`config.mk`:
```
export PLATFORM = sky130hd
export DESIGN_NAME = ram8_clr
export DESIGN_NICKNAME = d
export VERILOG_FILES = /design/src/rtl/ram8_clr.sv
export SDC_FILE = /design/constraint.sdc
export NUM_CORES = 1
export LEC_CHECK = 0
export BUFFER_PORTS_ARGS = -buffer_cell sky130_fd_sc_hd__buf_2
export CAP_MARGIN = 20
export CORE_MARGIN = 2
export CORE_UTILIZATION = 25
export CTS_BUF_LIST = sky130_fd_sc_hd__clkbuf_8 sky130_fd_sc_hd__clkbuf_16
export CTS_CLUSTER_SIZE = 14
export DETAILED_ROUTE_END_ITERATION = 10
export PLACE_DENSITY = 0.47
export SYNTH_ARGS = -nofsm -noshare
export SYNTH_HDL_FRONTEND = slang
export SYNTH_SLANG_ARGS = --single-unit
```
`constraint.sdc`:
```
create_clock -name clk -period 5 [get_ports clk]
set_input_delay 1.5 -clock clk [delete_from_list [all_inputs] [get_ports clk]]
set_output_delay 1.5 -clock clk [all_outputs]
set_load 0.02 [all_outputs]
```
`src/rtl/ram8_clr.sv`:
```
// ram8_clr: eight-entry register file with a one-hot write demux, a combinational read mux,
// a sequenced bulk-clear sweep and per-entry written flags.
module ram8_clr #(
  parameter int unsigned WIDTH = 16
) (
  input  logic             clk,
  input  logic             reset,
  input  logic [WIDTH-1:0] in,
  input  logic             load,
  input  logic [2:0]       address,
  input  logic             clear,
  output logic [WIDTH-1:0] out,
  output logic             busy,
  output logic [7:0]       written
);

  typedef enum logic [0:0] {StIdle, StSweep} state_e;

  state_e           state_q, state_d;
  logic [2:0]       cnt_q, cnt_d;
  logic [WIDTH-1:0] mem_q [8];
  logic [WIDTH-1:0] mem_d [8];
  logic [7:0]       written_q, written_d;

  logic       host_wr;
  logic [2:0] wr_idx;
  logic [7:0] wr_en;
  logic [WIDTH-1:0] wr_data;

  // Control: pick the write source (host or sweep) and the next FSM state.
  always_comb begin
    state_d = state_q;
    cnt_d   = cnt_q;
    host_wr = 1'b0;
    wr_idx  = address;
    unique case (state_q)
      StIdle: begin
        if (clear) begin
          // Clear wins over a simultaneous load; nothing is written at this edge.
          state_d = StSweep;
          cnt_d   = 3'd0;
        end else if (load) begin
          host_wr = 1'b1;
        end
      end
      StSweep: begin
        wr_idx = cnt_q;
        cnt_d  = cnt_q + 3'd1;
        if (cnt_q == 3'd7) begin
          state_d = StIdle;
        end
      end
      default: state_d = StIdle;
    endcase
  end

  // One-hot demux of the write strobe onto the eight entries.
  always_comb begin
    wr_en = 8'h00;
    if (host_wr || (state_q == StSweep)) begin
      unique case (wr_idx)
        3'd0: wr_en = 8'b0000_0001;
        3'd1: wr_en = 8'b0000_0010;
        3'd2: wr_en = 8'b0000_0100;
        3'd3: wr_en = 8'b0000_1000;
        3'd4: wr_en = 8'b0001_0000;
        3'd5: wr_en = 8'b0010_0000;
        3'd6: wr_en = 8'b0100_0000;
        3'd7: wr_en = 8'b1000_0000;
        default: wr_en = 8'h00;
      endcase
    end
  end

  // Next-state of the storage array and written flags from the demuxed strobe.
  always_comb begin
    wr_data   = host_wr ? in : '0;
    written_d = written_q;
    for (int k = 0; k < 8; k++) begin
      mem_d[k] = mem_q[k];
      if (wr_en[k]) begin
        mem_d[k]     = wr_data;
        written_d[k] = host_wr;
      end
    end
  end

  // State registers with asynchronous active-high reset.
  always_ff @(posedge clk or posedge reset) begin
    if (reset) begin
      state_q   <= StIdle;
      cnt_q     <= 3'd0;
      written_q <= 8'h00;
      for (int k = 0; k < 8; k++) begin
        mem_q[k] <= '0;
      end
    end else begin
      state_q   <= state_d;
      cnt_q     <= cnt_d;
      written_q <= written_d;
      for (int k = 0; k < 8; k++) begin
        mem_q[k] <= mem_d[k];
      end
    end
  end

  // Combinational read mux and status outputs.
  always_comb begin
    out     = mem_q[address];
    busy    = (state_q == StSweep);
    written = written_q;
  end

endmodule

```
# Word level (Yosys, flattened, before mapping)
# Memory sizes are Yosys's and may differ from the RTL's.
# Index checks and enable logic that the tools add are counted.
[word_totals]
inputBits = 23
rom_bits = 64
out_inout_bits = 25
ff_bits = 140
mem_count = 1
elab_cells = 40
[op_classes]
mux = 14
bitwise = 2
addsub = 1
n_lt_le_gt_ge = 1
n_reduce_logical = 1
n_eq_ne = 2
[memory_table]
columns = ["name", "depth", "width", "rd", "rd_clocked_by_memory_dff", "wr", "line", "text"]
rows = [
  ["(no name shown)", 8, 8, 1, 0, 0, "61", "unique case (wr_idx)"],
]
[ops]
columns = ["operator", "n"]
rows = [
  ["16-bit binary-select mux with 3-bit select", 1],
  ["16-bit two-way mux", 3],
  ["8-bit two-way mux", 1],
  ["3-bit two-way mux", 2],
  ["3-bit case mux with 2 select lines", 1],
  ["1-bit two-way mux", 5],
  ["4-bit greater-or-equal comparator, second input constant", 1],
  ["3-bit inverter with 4-bit output", 1],
  ["3-bit by 1-bit adder with 3-bit output, second input constant", 1],
  ["3-bit == test, second input constant", 1],
  ["2-bit != test, second input constant", 1],
  ["1-bit case mux with 2 select lines", 1],
  ["1-bit logical OR", 1],
  ["1-bit inverter", 1],
]

# Depth between registers and ports, before layout
# Gate-level depths: netlist of run 1.
[logic_depth]
ltp_word = 5
mapped_depth = 6
mapped_depth_nobuf = 4

# Worst setup path before layout of run 1
# Ideal clock, no wire load.
[synth_timing]
path_kind = "input-to-output"
startpoint = "input port address[0]"
endpoint = "output port out[10]"
cell_stages = 5
path_buffers = 3
path_slack_ps = 563
t_arrival_ps = 2937
path_cell_list = "buf_4 -> buf_2 -> clkbuf_1 -> mux4_2 -> mux2_2"
[synth_via]
elab_chain_cells = 4
[synth_lines]
columns = ["element", "line", "text"]
rows = [
  ["from (decl)", "10", "input logic [2:0] address,"],
  ["3-bit inverter with 4-bit output (not written as such)", "109", "out = mem_q[address];"],
  ["16-bit binary-select mux with 3-bit select", "109", ""],
  ["16-bit two-way mux (not written as such) (2 in series)", "109", ""],
  ["to (decl)", "12", "output logic [WIDTH-1:0] out,"],
]
# No other way between the ends. The select of a mux whose other input is x is not followed.

# Worst setup path after layout of run 1
[layout_timing]
startpoint = "input port address[0]"
endpoint = "output port out[15]"
# Same word-level chain as after synthesis.

==> metrics.txt, run 1 <==
status finished, final reports clean; most used cell, CP buf_2; antenna violations before repair 0; CP peak stage delay 0.54 ns; Root Driver clkbuf_16; Worst EP arrival 2.92 ns; Most used DFF post-synth dfrtp_1; synth top area cells dfrtp_1, mux2_2, mux4_2; critical-path cell list buf_2, buf_12, mux4_2, mux2_2, buf_2; die height 167 µm; clock buffer depth 2; CTS tree built; DRT antenna net count 0; MaxCap Viol Count 0; final core utilization 30.3%; Mapped Area 0.00664 mm²; first-pass GRT wire length between 20000 and 25000 µm; HP Class flop to flop; ys async rst share 100%; non-filler cells, final 803; row cnt 59; Post-Syn Nets 438; fraction of the cycle the final worst path needs between 80% and 90%; kind of critical path input port to output port; Seq cells post-synth between 100 and 150; post-synth top area share approximately 53%; synthesized instance count 413; largest net degree at the start of global routing 141; total track usage a little under an eighth; Fmax 226 MHz; Mean Syn Cell Area ~16 µm²; # fillers roughly 2600; hold_buf cts 0; num ports 48; layout cells sized above 1 62.0%; port bufs 47; CTS HTree Levels 4; drt drc 0; Die W 167 µm; Routed WL per cell 18.8 µm; Pwr Density 521 mW/mm²; core area 0.0261 mm²; critical path peak fanout 36; quantity of gates resized following cts 0; Worst setup SP type input port; max-slew violations 0; Starting Density 25.5%; final setup vio count 0; fin crit period 4.42 ns; Hold Crit Start mem_q[36]; Synth top cells by count mux2_2, dfrtp_1, mux4_2, clkbuf_1, and2_1; Post-Route WL 15100 µm; clock sink count 140; reg2reg start busy; end of the worst register-to-register path mem_q[48]; reg2reg setup slack 2.50 ns; antenna diode count 0; Inst Count DP 770; CP endpoint kind output port; Post-synth EDFFs 0; most common cell in the netlist mux2_2; Reg2Reg Depth 3; Hold EP mem_q[36]; FF+latch area 0.00350 mm²; unrepaired setup endpoints after global routing false; post-synth top area cell dfrtp_1; number of global-route vias before repair 4121; worst relative slew slack between 40% and 50%; Nets 480; Yosys cell types 30; Hold Crit Depth 1; TritonCTS buffer count 17; Syn. warnings 0; synthesis-to-layout area growth 18.9%; Setup Total Neg Slack 0 ns; die area 0.0279 mm²; area of the multi-input gates 0.00291 mm²; register area share after synthesis between 50% and 60%; grt total ovfl 0; vias 3593; static leakage 3.73 nW; RD Place Congestion 0.675; Worst Tran Pin Value 0.869 ns; Final Hold Vio Count 0; postcts setup bufs 0; Worst-path clk slew 0.06 ns; vias per inst 4.47; Detailed Route Iter0 Violations 119; clk_skew 0.00985 ns; CP max-delay cell mux4_2; WP data required 3.50 ns; peak supply drop 217 µV; Clock Latency Late Sink 0.42 ns; dpl hpwl 9300 µm; drt pass-1 iters 4
## cells by family (layout without fill, tap and decap cells)
group                      Yosys count  count (layout)  share of synthesized area, %
muxes                              185             185                          37.4
DFF                                140             140                          52.8
buffers and inverters               41              96                          3.56
and+or+nand+nor                     34              34                          3.41
AOI/OAI and AO/OA                   11              11                          2.52
adders and majority gates            2               2                         0.377
## through the flow
step | setup WS [ns] | hold slack, ns | area [µm²] | total power, mW
after global routing | 0.536 | 0.509 | 7890 | 4.33
after floorplan | 0.563 | 0.452 | 6640 | 2.46
after CTS | 0.572 | 0.495 | 7880 | 4.17
after global placement | 0.559 | 0.463 | 7250 | 2.78
final | 0.585 | 0.493 | 7890 | 4.11
after detailed placement | 0.578 | 0.482 | 7250 | 2.81
## report_power, final
part / switching [mW] / leakage (nW) / internal [mW]
clock: 0.479 / 0.305 / 0.870
sequential: 0.151 / 1.94 / 1.39
combinational: 0.627 / 1.48 / 0.599
## state kept, by name (all words and copies together), names as in the netlist
| signal | cells |
|---|---|
| busy | 1 |
| cnt_q | 3 |
| mem_q | 128 |
| written | 8 |
## layout make-up
cell class                 instances  area share (%)
sequential                       140            44.4
multi-input combinational        232            36.8
clock buffer                      20            5.91
timing repair buffer              63            5.34
tap                              335            5.31
clock inverter                    12            2.14
inverter                           1          0.0951
## metal layers
metal	vias to the layer above	GRT usage (%)	wire, µm
met2	48	19.8	7710
met4	0	4.27	295
met1	1927	14.1	6700
li1	1602	-	-
met5	-	0	0
met3	16	2.40	356
## layout by cell type, fill, tap and decap left out
master / synthesis / final
buf_6: 5 / 1
or3b_1: 1 / 1
and2_0: 4 / 4
a22oi_2: 2 / 2
buf_4: 6 / 10
clkinvlp_4: 0 / 5
mux4_2: 32 / 32
a22oi_4: 6 / 6
clkbuf_16: 0 / 17
a21oi_1: 1 / 1
clkinv_2: 0 / 3
nor2_1: 1 / 1
inv_1: 1 / 1
mux2_4: 10 / 10
bufinv_16: 0 / 4
and2_1: 12 / 12
dfrtp_1: 140 / 140
nand3b_1: 3 / 3
or3_1: 1 / 1
nand4bb_1: 1 / 1
buf_12: 1 / 5
nand2_1: 3 / 3
nand2b_1: 3 / 3
nand3_1: 1 / 1
or4b_4: 1 / 1
ha_1: 2 / 2
buf_2: 5 / 47
o21ai_0: 2 / 2
mux2_2: 141 / 141
clkbuf_8: 0 / 3
nor3b_2: 0 / 1
or3b_2: 2 / 2
mux2_1: 2 / 2
## critical path, delay by kind of cell
family | cells | cell delay (ns)
muxes | 2 | 0.85
buffers and inverters | 3 | 0.54
## worst max path at each step
stage                     cells after the start      end  slack, ns        from
after floorplan                               5  out[10]       0.56  address[0]
after global placement                        5  out[15]       0.56  address[0]
after detailed placement                      5  out[15]       0.58  address[0]
after CTS                                     5  out[15]       0.57  address[0]
after global routing                          5  out[15]       0.54  address[0]
final                                         5  out[15]       0.58  address[0]
No activity file was read; power rests on OpenSTA's default activity.
==> run 2, diff against run 1 <==
--- a/config.mk
+++ b/config.mk
@@ -13,6 +13,7 @@
 export CTS_CLUSTER_SIZE = 14
 export DETAILED_ROUTE_END_ITERATION = 10
 export PLACE_DENSITY = 0.47
+export RECOVER_POWER = 50
 export SYNTH_ARGS = -nofsm -noshare
 export SYNTH_HDL_FRONTEND = slang
 export SYNTH_SLANG_ARGS = --single-unit
==> run 2 against run 1 <==
Compared with the run above:
- the run now ends with max-capacitance violations, max-slew violations left
- clock power hardly changed
- register-to-register slack barely moved
- first-iteration DRC count is the same
- sequential share of layout area grew 0.14 points
- total power down 0.19%
- clock-buffer cell count did not move
==> metrics.txt, run 2 (synthesis results as in run 1) <==
commonest non-fill, non-tap cells in the layout mux2_2, dfrtp_1, buf_2, mux4_2, clkbuf_16; antenna diode count 0; Root Driver clkbuf_16; fin crit period approximately 4.4 ns; Worst setup SP type input port; largest net degree at the start of global routing 141; dpl hpwl around 9300 µm; row cnt 59; MaxCap Viol Count 1; Detailed Route Iter0 Violations roughly 120; Setup Total Neg Slack 0 ns; Die W approximately 170 µm; fraction of the cycle the final worst path needs 88.3%; Largest Register mem_q; Hold Crit Depth 1; Starting Density 25.5%; TritonCTS buffer count 17; worst relative slew slack -30.7%; hold_buf cts 0; reg2reg start busy; max-slew violations 141; total track usage 11.5%; status finished, violations left; drt pass-1 iters 4; Hold Crit Start mem_q[36]; die area between 0.02 and 0.03 mm²; CTS tree built; core area 0.0261 mm²; end of the worst register-to-register path mem_q[48]; Clock Latency Late Sink between 0.4 and 0.5 ns; reg2reg setup slack between 2 and 3 ns; vias roughly 3600; die height approximately 170 µm; Final Hold Vio Count 0; Hold EP mem_q[36]; kind of critical path input port to output port; critical path peak fanout 36; clock sink count 140; Worst-path clk slew around 0.060 ns; WP data required between 3 and 4 ns; Routed WL per cell ~19 µm; DRT antenna net count 0; final setup vio count 0; Setup WS post-layout just under 0.6 ns; number of global-route vias before repair 4121; Nets 480; grt total ovfl 0; first-pass GRT wire length approximately 24000 µm; RD Place Congestion 0.675; antenna violations before repair 0; Worst Tran Pin Value 1.96 ns; Fmax around 230 MHz; Worst EP arrival 2.92 ns; pre-CTS setup slack 0.578 ns; HP Class flop to flop; max reg flops 128; commonest non-fill, non-tap cell in the layout mux2_2; clock buffer depth 2; unrepaired setup endpoints after global routing false; static leakage 3.68 nW; layout cells sized above 1 59.8%; CP endpoint kind output port; vias per inst ~4.5; failing checks max-capacitance violations, max-slew violations; Pwr Density about 520 mW/mm²; quantity of gates resized following cts 0; peak supply drop 217 µV; num ports 48; Post-Route WL 15100 µm; Reg2Reg Depth 3; drt drc 0; port bufs 47; synthesis-to-layout area growth 18.5%; postcts setup bufs 0; clk_skew a little under 0.01 ns; CTS HTree Levels 4
## run 2: how the worst max path moves through the flow
stage	cells past startpoint	start	to	slack, ns
after floorplan	5	address[0]	out[10]	0.56
after global placement	5	address[0]	out[15]	0.56
after detailed placement	5	address[0]	out[15]	0.58
after CTS	5	address[0]	out[15]	0.57
after global routing	5	address[0]	out[15]	0.54
final	5	address[0]	out[15]	0.58
## run 2: per-layer routing
metal	up-vias	wire length, µm	GRT usage [%]
li1	1600	-	-
met1	1926	6710	14.1
met2	48	7710	19.8
met3	16	350	2.40
met4	0	295	4.27
met5	-	0	0
## run 2: worst max-delay path: stages
cell and delay (ns):
buf_2 0.10, buf_12 0.27, mux4_2 0.54, mux2_2 0.31, buf_2 0.17
## run 2: final cells by class
type,instances,area (µm²)
Timing Repair Buffer,63,397
Clock buffer,20,467
Clock inverter,12,169
Fill cell,2566,18200
Tap cell,335,419
Multi-Input combinational cell,232,2910
Inverter,1,7.51
Sequential cell,140,3500
## run 2: where the power goes
group | switching, mW | internal, mW
combinational | 0.627 | 0.591
clock | 0.479 | 0.870
sequential | 0.151 | 1.39
## run 2: through the flow
step	area, µm²	total power, mW	cells	hold WS, ns	utilization [%]
floorplan	6640	2.46	413	0.452	-
global placement	7250	2.78	770	0.463	27.8
detailed placement	7250	2.81	770	0.482	27.8
CTS	7880	4.17	802	0.495	30.2
global route	7870	4.32	803	0.509	30.2
finish	7870	4.10	803	0.493	30.2
